<file path="src/rtl/interpolator.sv">
// rtl/interpolator.sv - per-channel FACTOR upsampler on a channel-interleaved stream (ZOH_EN selects zero-order hold)
//
// Each accepted input beat expands into FACTOR output beats with the same tuser.
// Default build: beat 0 carries the sample and beats 1..FACTOR-1 are zero (zero-stuffing).
// With ZOH_EN defined, beats 1..FACTOR-1 repeat the sample (zero-order hold).
// s_axis_tready depends combinationally on m_axis_tready, so the next burst starts with no bubble.
module interpolator #(
  parameter int DATA_W = 24,
  parameter int USER_W = 3,
  parameter int FACTOR = 5
) (
  input  logic              s_axis_aclk,
  input  logic              s_axis_aresetn,
  input  logic [DATA_W-1:0] s_axis_tdata,
  input  logic              s_axis_tvalid,
  output logic              s_axis_tready,
  input  logic [USER_W-1:0] s_axis_tuser,
  output logic [DATA_W-1:0] m_axis_tdata,
  output logic              m_axis_tvalid,
  input  logic              m_axis_tready,
  output logic [USER_W-1:0] m_axis_tuser
);

  localparam int PH_W = (FACTOR > 1) ? $clog2(FACTOR) : 1;
  localparam logic [PH_W-1:0] PH_LAST = PH_W'(FACTOR - 1);

  typedef enum logic {
    IDLE = 1'b0,
    EMIT = 1'b1
  } state_t;

  state_t            state_q, state_d;
  logic [PH_W-1:0]   phase_q, phase_d;
  logic [DATA_W-1:0] data_q,  data_d;
  logic [USER_W-1:0] user_q,  user_d;

  logic last_beat;
  logic out_xfer;
  logic in_xfer;

  assign last_beat = (state_q == EMIT) && (phase_q == PH_LAST);
  assign out_xfer  = m_axis_tvalid && m_axis_tready;
  assign in_xfer   = s_axis_tvalid && s_axis_tready;

  // State, phase and held sample registers; reset discards any burst in flight.
  always_ff @(posedge s_axis_aclk or negedge s_axis_aresetn) begin
    if (!s_axis_aresetn) begin
      state_q <= IDLE;
      phase_q <= '0;
      data_q  <= '0;
      user_q  <= '0;
    end else begin
      state_q <= state_d;
      phase_q <= phase_d;
      data_q  <= data_d;
      user_q  <= user_d;
    end
  end

  // Next state: leave IDLE on any input, drop back only when the last beat leaves with no successor.
  always_comb begin
    state_d = state_q;
    case (state_q)
      IDLE: begin
        if (s_axis_tvalid) begin
          state_d = EMIT;
        end
      end
      EMIT: begin
        if (last_beat && m_axis_tready && !s_axis_tvalid) begin
          state_d = IDLE;
        end
      end
      default: state_d = IDLE;
    endcase
  end

  // Phase counter and sample capture; a new sample always restarts the burst at phase 0.
  always_comb begin
    phase_d = phase_q;
    data_d  = data_q;
    user_d  = user_q;
    if (out_xfer) begin
      if (phase_q == PH_LAST) begin
        phase_d = '0;
      end else begin
        phase_d = phase_q + PH_W'(1);
      end
    end
    if (in_xfer) begin
      phase_d = '0;
      data_d  = s_axis_tdata;
      user_d  = s_axis_tuser;
    end
  end

  // Handshake and output beat formation from the registered state.
  always_comb begin
    s_axis_tready = 1'b0;
    m_axis_tvalid = 1'b0;
    m_axis_tdata  = '0;
    m_axis_tuser  = '0;
    if (s_axis_aresetn) begin
      case (state_q)
        IDLE: begin
          s_axis_tready = 1'b1;
        end
        EMIT: begin
          m_axis_tvalid = 1'b1;
          m_axis_tuser  = user_q;
          s_axis_tready = last_beat && m_axis_tready;
`ifdef ZOH_EN
          m_axis_tdata  = data_q;
`else
          m_axis_tdata  = (phase_q == '0) ? data_q : '0;
`endif
        end
        default: begin
          s_axis_tready = 1'b0;
        end
      endcase
    end
  end

endmodule
</file>
<file path="config.mk">
export PLATFORM = sky130hd
export DESIGN_NAME = interpolator
export DESIGN_NICKNAME = d
export VERILOG_FILES = /design/src/rtl/interpolator.sv
export SDC_FILE = /design/constraint.sdc
export NUM_CORES = 1
export LEC_CHECK = 0
export CAP_MARGIN = 10
export CORE_ASPECT_RATIO = 1.75
export CORE_MARGIN = 2
export CORE_UTILIZATION = 47
export CTS_BUF_LIST = sky130_fd_sc_hd__clkbuf_2 sky130_fd_sc_hd__clkbuf_4 sky130_fd_sc_hd__clkbuf_8
export DETAILED_ROUTE_END_ITERATION = 7
export HOLD_SLACK_MARGIN = 0.08
export PLACE_DENSITY = 0.94
export SETUP_SLACK_MARGIN = 0.2
export SLEW_MARGIN = 10
export SYNTH_ARGS = -nofsm -noshare
export SYNTH_HDL_FRONTEND = slang
export SYNTH_SLANG_ARGS = --single-unit
</file>
<file path="constraint.sdc">
create_clock -name s_axis_aclk -period 3.3 [get_ports s_axis_aclk]
set_clock_uncertainty 0.05 [all_clocks]
set_input_delay 0.66 -clock s_axis_aclk [delete_from_list [all_inputs] [get_ports s_axis_aclk]]
set_output_delay 0.66 -clock s_axis_aclk [all_outputs]
set_load 0.03 [all_outputs]
</file>
==> results of run 1 <==
worst max-delay path: stages:
cell	delay, ns
sky130_fd_sc_hd__clkdlybuf4s50_1	0.50
sky130_fd_sc_hd__and2_4	0.18
sky130_fd_sc_hd__and3b_4	0.34
sky130_fd_sc_hd__and2_1	0.19
sky130_fd_sc_hd__buf_4	0.16
stage by stage:
stage / cells / worst slack (ns)
floorplan: 114 / 1.06
global route: 207 / 0.501
CTS: 207 / 0.544
detailed placement: 199 / 0.549
global placement: 199 / 0.575
finish: 207 / 0.554
cell type report:
type,instances,area (um^2)
clock inverter,1,5.00
multi-input combinational,76,614
tap,28,35.0
timing repair buffer,62,541
inverter,2,7.51
clock buffer,7,83.8
fill,205,866
sequential,31,776
power by group through the flow:
stage | clock, uW | combinational [uW] | sequential, uW
floorplan | 0 | 438 | 610
global placement | 0 | 614 | 628
detailed placement | 0 | 638 | 646
CTS | 302 | 639 | 638
global route | 322 | 678 | 659
finish | 298 | 632 | 639
metal layers:
layer  track usage  share of wire
met5             0              0
met4         0.114          0.033
met3        0.0565          0.045
met2         0.372           0.59
met1         0.188           0.33
synth_stat cells, drive strengths merged:
library cell   n
and3b          1
and3           3
dfrtp         31
nor2           1
nand3          2
and2          26
ha             2
a21oi          4
or3b           1
nand2          5
mux2          27
buf            3
nand4          2
inv            2
clkbuf         2
o21ai          1
nand2b         1
placed cells by master, fill, tap and decap left out:
cell type	count
sky130_fd_sc_hd__nand2_1	5
sky130_fd_sc_hd__a21oi_1	3
sky130_fd_sc_hd__nor2_1	1
sky130_fd_sc_hd__clkdlybuf4s50_1	30
sky130_fd_sc_hd__ha_1	2
sky130_fd_sc_hd__nand3_1	2
sky130_fd_sc_hd__a21oi_2	1
sky130_fd_sc_hd__nand4_1	2
sky130_fd_sc_hd__or3b_1	1
sky130_fd_sc_hd__inv_1	2
sky130_fd_sc_hd__dfrtp_1	31
sky130_fd_sc_hd__clkbuf_4	2
sky130_fd_sc_hd__and3b_4	1
sky130_fd_sc_hd__mux2_2	25
sky130_fd_sc_hd__and3_1	3
sky130_fd_sc_hd__and2_1	25
sky130_fd_sc_hd__clkinv_2	1
sky130_fd_sc_hd__clkbuf_8	5
sky130_fd_sc_hd__o21ai_0	1
sky130_fd_sc_hd__nand2b_1	1
sky130_fd_sc_hd__mux2_1	2
sky130_fd_sc_hd__and2_4	1
sky130_fd_sc_hd__buf_4	32
state kept, by name (all words and copies together) (netlist names):
register	cells
data_q	24
phase_q	3
state_q	1
user_q	3
kinds of logic (layout without fill, tap and decap cells):
logic type,after synthesis,in the layout
AOI/OAI and AO/OA,5,5
adders and majority gates,2,2
buffers and inverters,7,72
DFF,31,31
muxes,27,27
and+or+nand+nor,42,42
how the worst max path moves through the flow:
stage,slack (ns),endpoint,cells after the start,from
after floorplan,1.06,m_axis_tdata[10],4,s_axis_aresetn
after global placement,0.57,m_axis_tdata[8],5,s_axis_aresetn
after detailed placement,0.55,m_axis_tdata[11],5,s_axis_aresetn
after CTS,0.54,m_axis_tdata[11],5,s_axis_aresetn
after global routing,0.50,m_axis_tdata[0],5,s_axis_aresetn
final,0.55,m_axis_tdata[11],5,s_axis_aresetn
==> flow_summary.html, run 1 <==
<table>
<tr><th>Metric</th><th>Value</th></tr>
<tr><th colspan="2">Synth</th></tr>
<tr><td>XOR/XNOR Fraction of Synth Area</td><td>0</td></tr>
<tr><td>Distinct cell type count of the synthesized netlist</td><td>20</td></tr>
<tr><td>Most area-consuming cells after synthesis</td><td>sky130_fd_sc_hd__dfrtp_1, sky130_fd_sc_hd__mux2_2, sky130_fd_sc_hd__and2_1</td></tr>
<tr><td>Dominant combinational cell family by area after synthesis</td><td>multiplexers</td></tr>
<tr><td>Leading area contributor after synthesis</td><td>sky130_fd_sc_hd__dfrtp_1</td></tr>
<tr><td>Flip-flop and latch count after synthesis</td><td>31</td></tr>
<tr><td>Register area share after synthesis</td><td>0.538</td></tr>
<tr><td>Net count after synthesis</td><td>around 150</td></tr>
<tr><td>Area share of the leading cell type in the synthesized netlist</td><td>0.538</td></tr>
<tr><td>Compound-cell area share of the yosys netlist</td><td>0.0200</td></tr>
<tr><td>Count of yosys warnings during synthesis</td><td>0</td></tr>
<tr><td>Synthesized cell area</td><td>around 0.0014 mm^2</td></tr>
<tr><td>Gate Count Post-Synth</td><td>114</td></tr>
<tr><td>Fraction of synthesized area in multiplexers</td><td>0.211</td></tr>
<tr><td>Simple-gate share of the synthesized area</td><td>0.178</td></tr>
<tr><td>Average cell area after synthesis</td><td>12.6 um^2</td></tr>
<tr><td>Area share of fa/ha/maj cells after synthesis</td><td>0.0174</td></tr>
<tr><th colspan="2">Hold path</th></tr>
<tr><td>Worst Hold Path Cells</td><td>1</td></tr>
<tr><td>Sink of the worst hold path</td><td>data_q[20]</td></tr>
<tr><td>Class of the tightest hold or removal check</td><td>reg2reg</td></tr>
<tr><td>Hold path startpoint</td><td>data_q[20]</td></tr>
<tr><th colspan="2">Global route</th></tr>
<tr><td>Vias in the first global route</td><td>1154</td></tr>
<tr><td>GR Util All Layers</td><td>0.206</td></tr>
<tr><td>First-pass GRT wire length</td><td>5110 um</td></tr>
<tr><td>Pin count of the biggest net entering global routing</td><td>38</td></tr>
<tr><td>Initial antenna violation count</td><td>0</td></tr>
<tr><td>Total global routing overflow</td><td>0</td></tr>
<tr><th colspan="2">Clocking</th></tr>
<tr><td>Clock latency at the later pin of the worst-skew pair</td><td>approximately 0.28 ns</td></tr>
<tr><td>TritonCTS clock tree</td><td>yes</td></tr>
<tr><td>Post-CTS Setup Bufs</td><td>0</td></tr>
<tr><td>CTS buffer count</td><td>5</td></tr>
<tr><td>Buffer levels on the longest clock path</td><td>2</td></tr>
<tr><td>Post-cts sizing count</td><td>0</td></tr>
<tr><td>Root buffer cell</td><td>sky130_fd_sc_hd__clkbuf_8</td></tr>
<tr><td>Clock transition at the registers of the reported paths</td><td>0.06 ns</td></tr>
<tr><td>Count of clock tree sinks</td><td>31</td></tr>
<tr><td>H-tree level count</td><td>2</td></tr>
<tr><td># hold bufs at CTS</td><td>0</td></tr>
<tr><th colspan="2">Pwr</th></tr>
<tr><td>Net Sw Power</td><td>around 540 uW</td></tr>
<tr><td>Sequential group share of total power</td><td>0.407</td></tr>
<tr><td>Leakage power total</td><td>0.000985 uW</td></tr>
<tr><td>Areal power density over the cells</td><td>760 mW/mm^2</td></tr>
<tr><td>Sw frac</td><td>0.346</td></tr>
<tr><td>Sum of internal, switching and leakage power</td><td>1570 uW</td></tr>
<tr><td>Max rail drop VDD</td><td>471 uV</td></tr>
<tr><td>Share of power burned in the clock network</td><td>0.190</td></tr>
<tr><td>Internal Pwr Total</td><td>1030 uW</td></tr>
<tr><td>Combinational Power Share</td><td>0.403</td></tr>
<tr><th colspan="2">Setup path</th></tr>
<tr><td>Data arrival, critical path</td><td>2.04 ns</td></tr>
<tr><td>CP Capture Type</td><td>output pin</td></tr>
<tr><td>Startpoint of the worst register-to-register path</td><td>phase_q[0]</td></tr>
<tr><td>Biggest fanout along the worst timing path</td><td>24</td></tr>
<tr><td>FF-to-FF path depth</td><td>6</td></tr>
<tr><td>Worst Setup Path Type</td><td>in2out</td></tr>
<tr><td>Register-to-register setup slack</td><td>1.44 ns</td></tr>
<tr><td>Required time at the endpoint of the critical path</td><td>about 2.6 ns</td></tr>
<tr><td>Crit Reg-Reg Endpoint</td><td>data_q[1]</td></tr>
<tr><td>Worst setup SP type</td><td>primary input</td></tr>
<tr><th colspan="2">Detailed routing</th></tr>
<tr><td>Average detailed-routed wire length per instance</td><td>15.9 um</td></tr>
<tr><td>Overall routed net length</td><td>3290 um</td></tr>
<tr><td>Vias per std cell</td><td>5.25</td></tr>
<tr><td>Routed via count</td><td>1087</td></tr>
<tr><td>Iteration-0 DRC Markers</td><td>12</td></tr>
<tr><td>Number of remaining DRC errors</td><td>0</td></tr>
<tr><td>First-pass iteration count of the detailed router</td><td>3</td></tr>
<tr><td>Post-detailed-route count of antenna-violating nets</td><td>0</td></tr>
<tr><th colspan="2">Flow run</th></tr>
<tr><td>Max_cap viols</td><td>0</td></tr>
<tr><th colspan="2">Floorplan</th></tr>
<tr><td>Die width</td><td>45.9 um</td></tr>
<tr><td>Die Footprint</td><td>0.00354 mm^2</td></tr>
<tr><td>Core box area</td><td>0.00293 mm^2</td></tr>
<tr><td>Standard-cell row count</td><td>26</td></tr>
<tr><td>Number of ports placed on the die boundary</td><td>60</td></tr>
<tr><td>DIE HEIGHT</td><td>77.3 um</td></tr>
<tr><td>Initial core utilization</td><td>0.492</td></tr>
<tr><th colspan="2">Placed design</th></tr>
<tr><td>Total cell area at the placement stage</td><td>0.00197 mm^2</td></tr>
<tr><td>Global placement routability congestion</td><td>0.846</td></tr>
<tr><td>Detailed placement HPWL</td><td>2600 um</td></tr>
<tr><td>Port-buffer cells</td><td>59</td></tr>
<tr><th colspan="2">Timing</th></tr>
<tr><td>Sum of negative setup slack</td><td>0 ns</td></tr>
<tr><td>Final Slew Violations</td><td>0</td></tr>
<tr><td>Worst hold margin</td><td>0.449 ns</td></tr>
<tr><td>Setup repair after global routing missed its margin</td><td>false</td></tr>
<tr><td>Final hold vios</td><td>0</td></tr>
<tr><td>Count of final setup violators</td><td>0</td></tr>
<tr><td>Worst slew pin tran</td><td>about 0.41 ns</td></tr>
<tr><td>Post-layout min period</td><td>between 2 and 3 ns</td></tr>
<tr><td>Fraction of the cycle the final worst path needs</td><td>0.832</td></tr>
<tr><td>Achievable clock frequency</td><td>0.364 GHz</td></tr>
<tr><td>Slew HR</td><td>0.725</td></tr>
<tr><th colspan="2">Cells and area</th></tr>
<tr><td>Post-layout nets</td><td>roughly 210</td></tr>
<tr><td>Synthesis-to-finish area growth</td><td>43.1%</td></tr>
<tr><td>Final Core Density</td><td>0.704</td></tr>
<tr><td>Count of inserted antenna diode cells</td><td>0</td></tr>
<tr><td>Proportion of layout cells with a drive suffix above 1</td><td>0.380</td></tr>
<tr><td>Summed area of non-filler cells in the final layout</td><td>roughly 0.0021 mm^2</td></tr>
<tr><th colspan="2">Outcome</th></tr>
<tr><td>Result of the run</td><td>finished, final reports clean</td></tr>
</table>
(Power assumes the default switching activity.)
==> run 2, diff against run 1 <==
- CORE_UTILIZATION: 47 -> 40
- PLACE_DENSITY: 0.94 -> 0.86
- clock period: 3.3 -> 2.46 ns (I/O delays scaled with it)
==> run 2 against run 1 <==
  * Flip-flop and latch count unchanged
  * Combinational power increased by 48%
  * First-iteration DRC count up 92%
  * Critical path type is now reg2out
  * Largest cell class unchanged
  * Highest routed layer unchanged
==> flow_summary.html, run 2 (same netlist as run 1, synthesis figures left out) <==
<table>
<tr><th>Metric</th><th>Value</th></tr>
<tr><th colspan="2">Setup path</th></tr>
<tr><td>Data arrival, critical path</td><td>approximately 1.6 ns</td></tr>
<tr><td>Required time at the endpoint of the critical path</td><td>1.92 ns</td></tr>
<tr><td>Longest individual stage delay on the worst path</td><td>0.40 ns</td></tr>
<tr><td>Worst path cell trace</td><td>inv_1, ha_2, and3b_4, and2_1, buf_4</td></tr>
<tr><td>Gate family responsible for the most delay along the worst path</td><td>simple AND/OR/NAND/NOR gates</td></tr>
<tr><td>Crit path buffers/inverters</td><td>2</td></tr>
<tr><td>CP Capture Type</td><td>output pin</td></tr>
<tr><td>Crit-path slowest cell</td><td>sky130_fd_sc_hd__dfrtp_1</td></tr>
<tr><td>Worst Setup Path Type</td><td>reg2out</td></tr>
<tr><td>Biggest fanout along the worst timing path</td><td>7</td></tr>
<tr><td>Worst setup SP type</td><td>flip-flop</td></tr>
<tr><th colspan="2">Cells and area</th></tr>
<tr><td>Fill count</td><td>280</td></tr>
<tr><td>Proportion of layout cells with a drive suffix above 1</td><td>0.432</td></tr>
<tr><td>Synthesis-to-finish area growth</td><td>50.3%</td></tr>
<tr><td>Top library cells by usage in the layout, fill and taps aside</td><td>sky130_fd_sc_hd__dfrtp_1, sky130_fd_sc_hd__clkdlybuf4s50_1, sky130_fd_sc_hd__buf_4, sky130_fd_sc_hd__mux2_2, sky130_fd_sc_hd__and2_1</td></tr>
<tr><td>Largest register FFs</td><td>24</td></tr>
<tr><td>Regs by FF count</td><td>data_q (24), phase_q (3), user_q (3)</td></tr>
<tr><td>Largest reg by FF count</td><td>data_q</td></tr>
<tr><td>Area used by sequential logic in the layout</td><td>776 um^2</td></tr>
<tr><td>Footprint of the multi-input gates</td><td>662 um^2</td></tr>
<tr><td>Most common library cell in the layout ignoring fill and taps</td><td>sky130_fd_sc_hd__dfrtp_1</td></tr>
<tr><td>Count of inserted antenna diode cells</td><td>0</td></tr>
<tr><td>Post-layout nets</td><td>about 220</td></tr>
<tr><th colspan="2">Timing</th></tr>
<tr><td>Sum of negative setup slack</td><td>0 ns</td></tr>
<tr><td>Setup repair after global routing missed its margin</td><td>false</td></tr>
<tr><td>Final Slew Violations</td><td>0</td></tr>
<tr><td>Worst slew pin tran</td><td>around 0.43 ns</td></tr>
<tr><td>Count of final setup violators</td><td>0</td></tr>
<tr><td>Final hold vios</td><td>0</td></tr>
<tr><td>Slew HR</td><td>0.713</td></tr>
<tr><td>Final worst setup slack</td><td>0.311 ns</td></tr>
<tr><td>Post-layout min period</td><td>2.15 ns</td></tr>
<tr><td>Fraction of the cycle the final worst path needs</td><td>0.874</td></tr>
<tr><td>Achievable clock frequency</td><td>between 0.4 and 0.5 GHz</td></tr>
<tr><th colspan="2">Pwr</th></tr>
<tr><td>Max rail drop VDD</td><td>507 uV</td></tr>
<tr><td>Areal power density over the cells</td><td>1010 mW/mm^2</td></tr>
<tr><td>Leakage power total</td><td>0.00102 uW</td></tr>
<tr><th colspan="2">Clocking</th></tr>
<tr><td>Root buffer cell</td><td>sky130_fd_sc_hd__clkbuf_8</td></tr>
<tr><td>Buffer levels on the longest clock path</td><td>2</td></tr>
<tr><td>CTS buffer count</td><td>5</td></tr>
<tr><td>Clock latency at the later pin of the worst-skew pair</td><td>0.28 ns</td></tr>
<tr><td>Count of clock tree sinks</td><td>31</td></tr>
<tr><td>Clock transition at the registers of the reported paths</td><td>around 0.060 ns</td></tr>
<tr><td>TritonCTS clock tree</td><td>yes</td></tr>
<tr><td>H-tree level count</td><td>2</td></tr>
<tr><th colspan="2">Floorplan</th></tr>
<tr><td>Initial core utilization</td><td>0.424</td></tr>
<tr><td>Die width</td><td>49.4 um</td></tr>
<tr><td>Number of ports placed on the die boundary</td><td>60</td></tr>
<tr><td>Core box area</td><td>0.00340 mm^2</td></tr>
<tr><td>Die Footprint</td><td>0.00412 mm^2</td></tr>
<tr><td>Standard-cell row count</td><td>28</td></tr>
<tr><td>DIE HEIGHT</td><td>around 83 um</td></tr>
<tr><th colspan="2">Detailed routing</th></tr>
<tr><td>Average detailed-routed wire length per instance</td><td>approximately 16 um</td></tr>
<tr><td>Iteration-0 DRC Markers</td><td>23</td></tr>
<tr><td>Met3 wire len</td><td>222 um</td></tr>
<tr><td>First-pass iteration count of the detailed router</td><td>4</td></tr>
<tr><td>Vias per std cell</td><td>between 4 and 5</td></tr>
<tr><td>Topmost layer with routed signal wires</td><td>met4</td></tr>
<tr><td>Number of remaining DRC errors</td><td>0</td></tr>
<tr><td>Overall routed net length</td><td>3700 um</td></tr>
<tr><td>Detailed route wirelength on metal2</td><td>2060 um</td></tr>
<tr><td>Post-detailed-route count of antenna-violating nets</td><td>0</td></tr>
<tr><td>Routed met1 length</td><td>1340 um</td></tr>
<tr><td>Routed via count</td><td>1105</td></tr>
<tr><th colspan="2">Global route</th></tr>
<tr><td>Pin count of the biggest net entering global routing</td><td>38</td></tr>
<tr><td>Total global routing overflow</td><td>0</td></tr>
<tr><td>First-pass GRT wire length</td><td>between 6000 and 7000 um</td></tr>
<tr><td>Vias in the first global route</td><td>1208</td></tr>
<tr><td>GR Util All Layers</td><td>0.199</td></tr>
<tr><td>Initial antenna violation count</td><td>0</td></tr>
<tr><th colspan="2">Placed design</th></tr>
<tr><td>Port-buffer cells</td><td>59</td></tr>
<tr><td>Detailed placement HPWL</td><td>2480 um</td></tr>
<tr><td>Global placement routability congestion</td><td>0.674</td></tr>
<tr><td>Pre-CTS worst setup slack</td><td>between 0.01 and 0.015 ns</td></tr>
<tr><th colspan="2">Hold path</th></tr>
<tr><td>Class of the tightest hold or removal check</td><td>in2async</td></tr>
<tr><th colspan="2">Flow run</th></tr>
<tr><td>Max_cap viols</td><td>0</td></tr>
<tr><th colspan="2">Outcome</th></tr>
<tr><td>Result of the run</td><td>finished, final reports clean</td></tr>
</table>
==> run 2: cell count changes in the layout (fill, tap and decap cells not counted) <==
cell	change
sky130_fd_sc_hd__and2_1	-6
sky130_fd_sc_hd__and2_4	+6
sky130_fd_sc_hd__buf_6	+6
sky130_fd_sc_hd__buf_4	-4
sky130_fd_sc_hd__and3b_2	+3
sky130_fd_sc_hd__clkbuf_4	-2
sky130_fd_sc_hd__clkbuf_8	+1
sky130_fd_sc_hd__clkdlybuf4s50_1	-1
sky130_fd_sc_hd__dlygate4sd2_1	+1
sky130_fd_sc_hd__ha_1	-1
sky130_fd_sc_hd__ha_2	+1
==> run 2: where the power goes <==
group / total, uW / leakage [uW] / switching [uW] / internal (uW)
Sequential: 862 / 0.000383 / 124 / 739
Combinational: 933 / 0.000593 / 463 / 470
Clock: 394 / 0.0000470 / 175 / 219
==> run 2: layout make-up <==
type / count / area share
inverter: 2 / 0.00347
clock buffer: 6 / 0.0381
clock inverter: 1 / 0.00231
multi-input combinational: 79 / 0.306
sequential: 31 / 0.358
tap: 45 / 0.0260
timing repair buffer: 64 / 0.266
==> run 2: through the flow <==
stage                util  total power, uW  hold slack (ns)  std cells  cell area [um^2]
finish              0.637             2190            0.335        228              2170
global placement    0.587             1660            0.413        216              1990
global route        0.637             2330            0.381        228              2170
CTS                 0.637             2210            0.336        228              2160
detailed placement  0.587             1720            0.420        216              1990
floorplan               -             1410            0.146        114              1440
==> run 2: final timing paths <==
path / from / endpoint / slack (ns) / cells after the start
worst max register to register: phase_q[0] / data_q[16] / 0.62 / 6
worst min-delay path: s_axis_aresetn / data_q[11] / 0.34 / 2
min in group s_axis_aclk: data_q[18] / data_q[18] / 0.43 / 1
max in group asynchronous: s_axis_aresetn / phase_q[0] / 1.72 / 2
worst max-delay path: phase_q[0] / m_axis_tdata[16] / 0.31 / 5
worst min register to register: data_q[18] / data_q[18] / 0.43 / 1
==> run 2: timing repair <==
item                       4_1_cts  5_1_grt
resized for setup               16        1
hold buffers                     0        0
pin swaps                        1        0
setup endpoints to repair       28       16
setup buffers                    2        0
gates cloned                     3        0
==> run 2: worst reg2reg max path, stage by stage (launching register included) <==
cell	delay, ns
sky130_fd_sc_hd__dfrtp_1	0.40
sky130_fd_sc_hd__inv_1	0.09
sky130_fd_sc_hd__ha_2	0.25
sky130_fd_sc_hd__nand3_1	0.13
sky130_fd_sc_hd__a21oi_2	0.18
sky130_fd_sc_hd__buf_4	0.26
sky130_fd_sc_hd__mux2_2	0.37
==> run 2: metal layers <==
layer / vias to the layer above / global-route usage
met1: 522 / 0.207
li1: 526 / -
met4: 0 / 0.0758
met5: - / 0
met3: 9 / 0.0558
met2: 48 / 0.367
==> run 3, diff against run 2 <==
- CAP_MARGIN: 10 -> 20
==> results of run 3 <==
Final layout, timing and power as in run 2 (identical DEF).
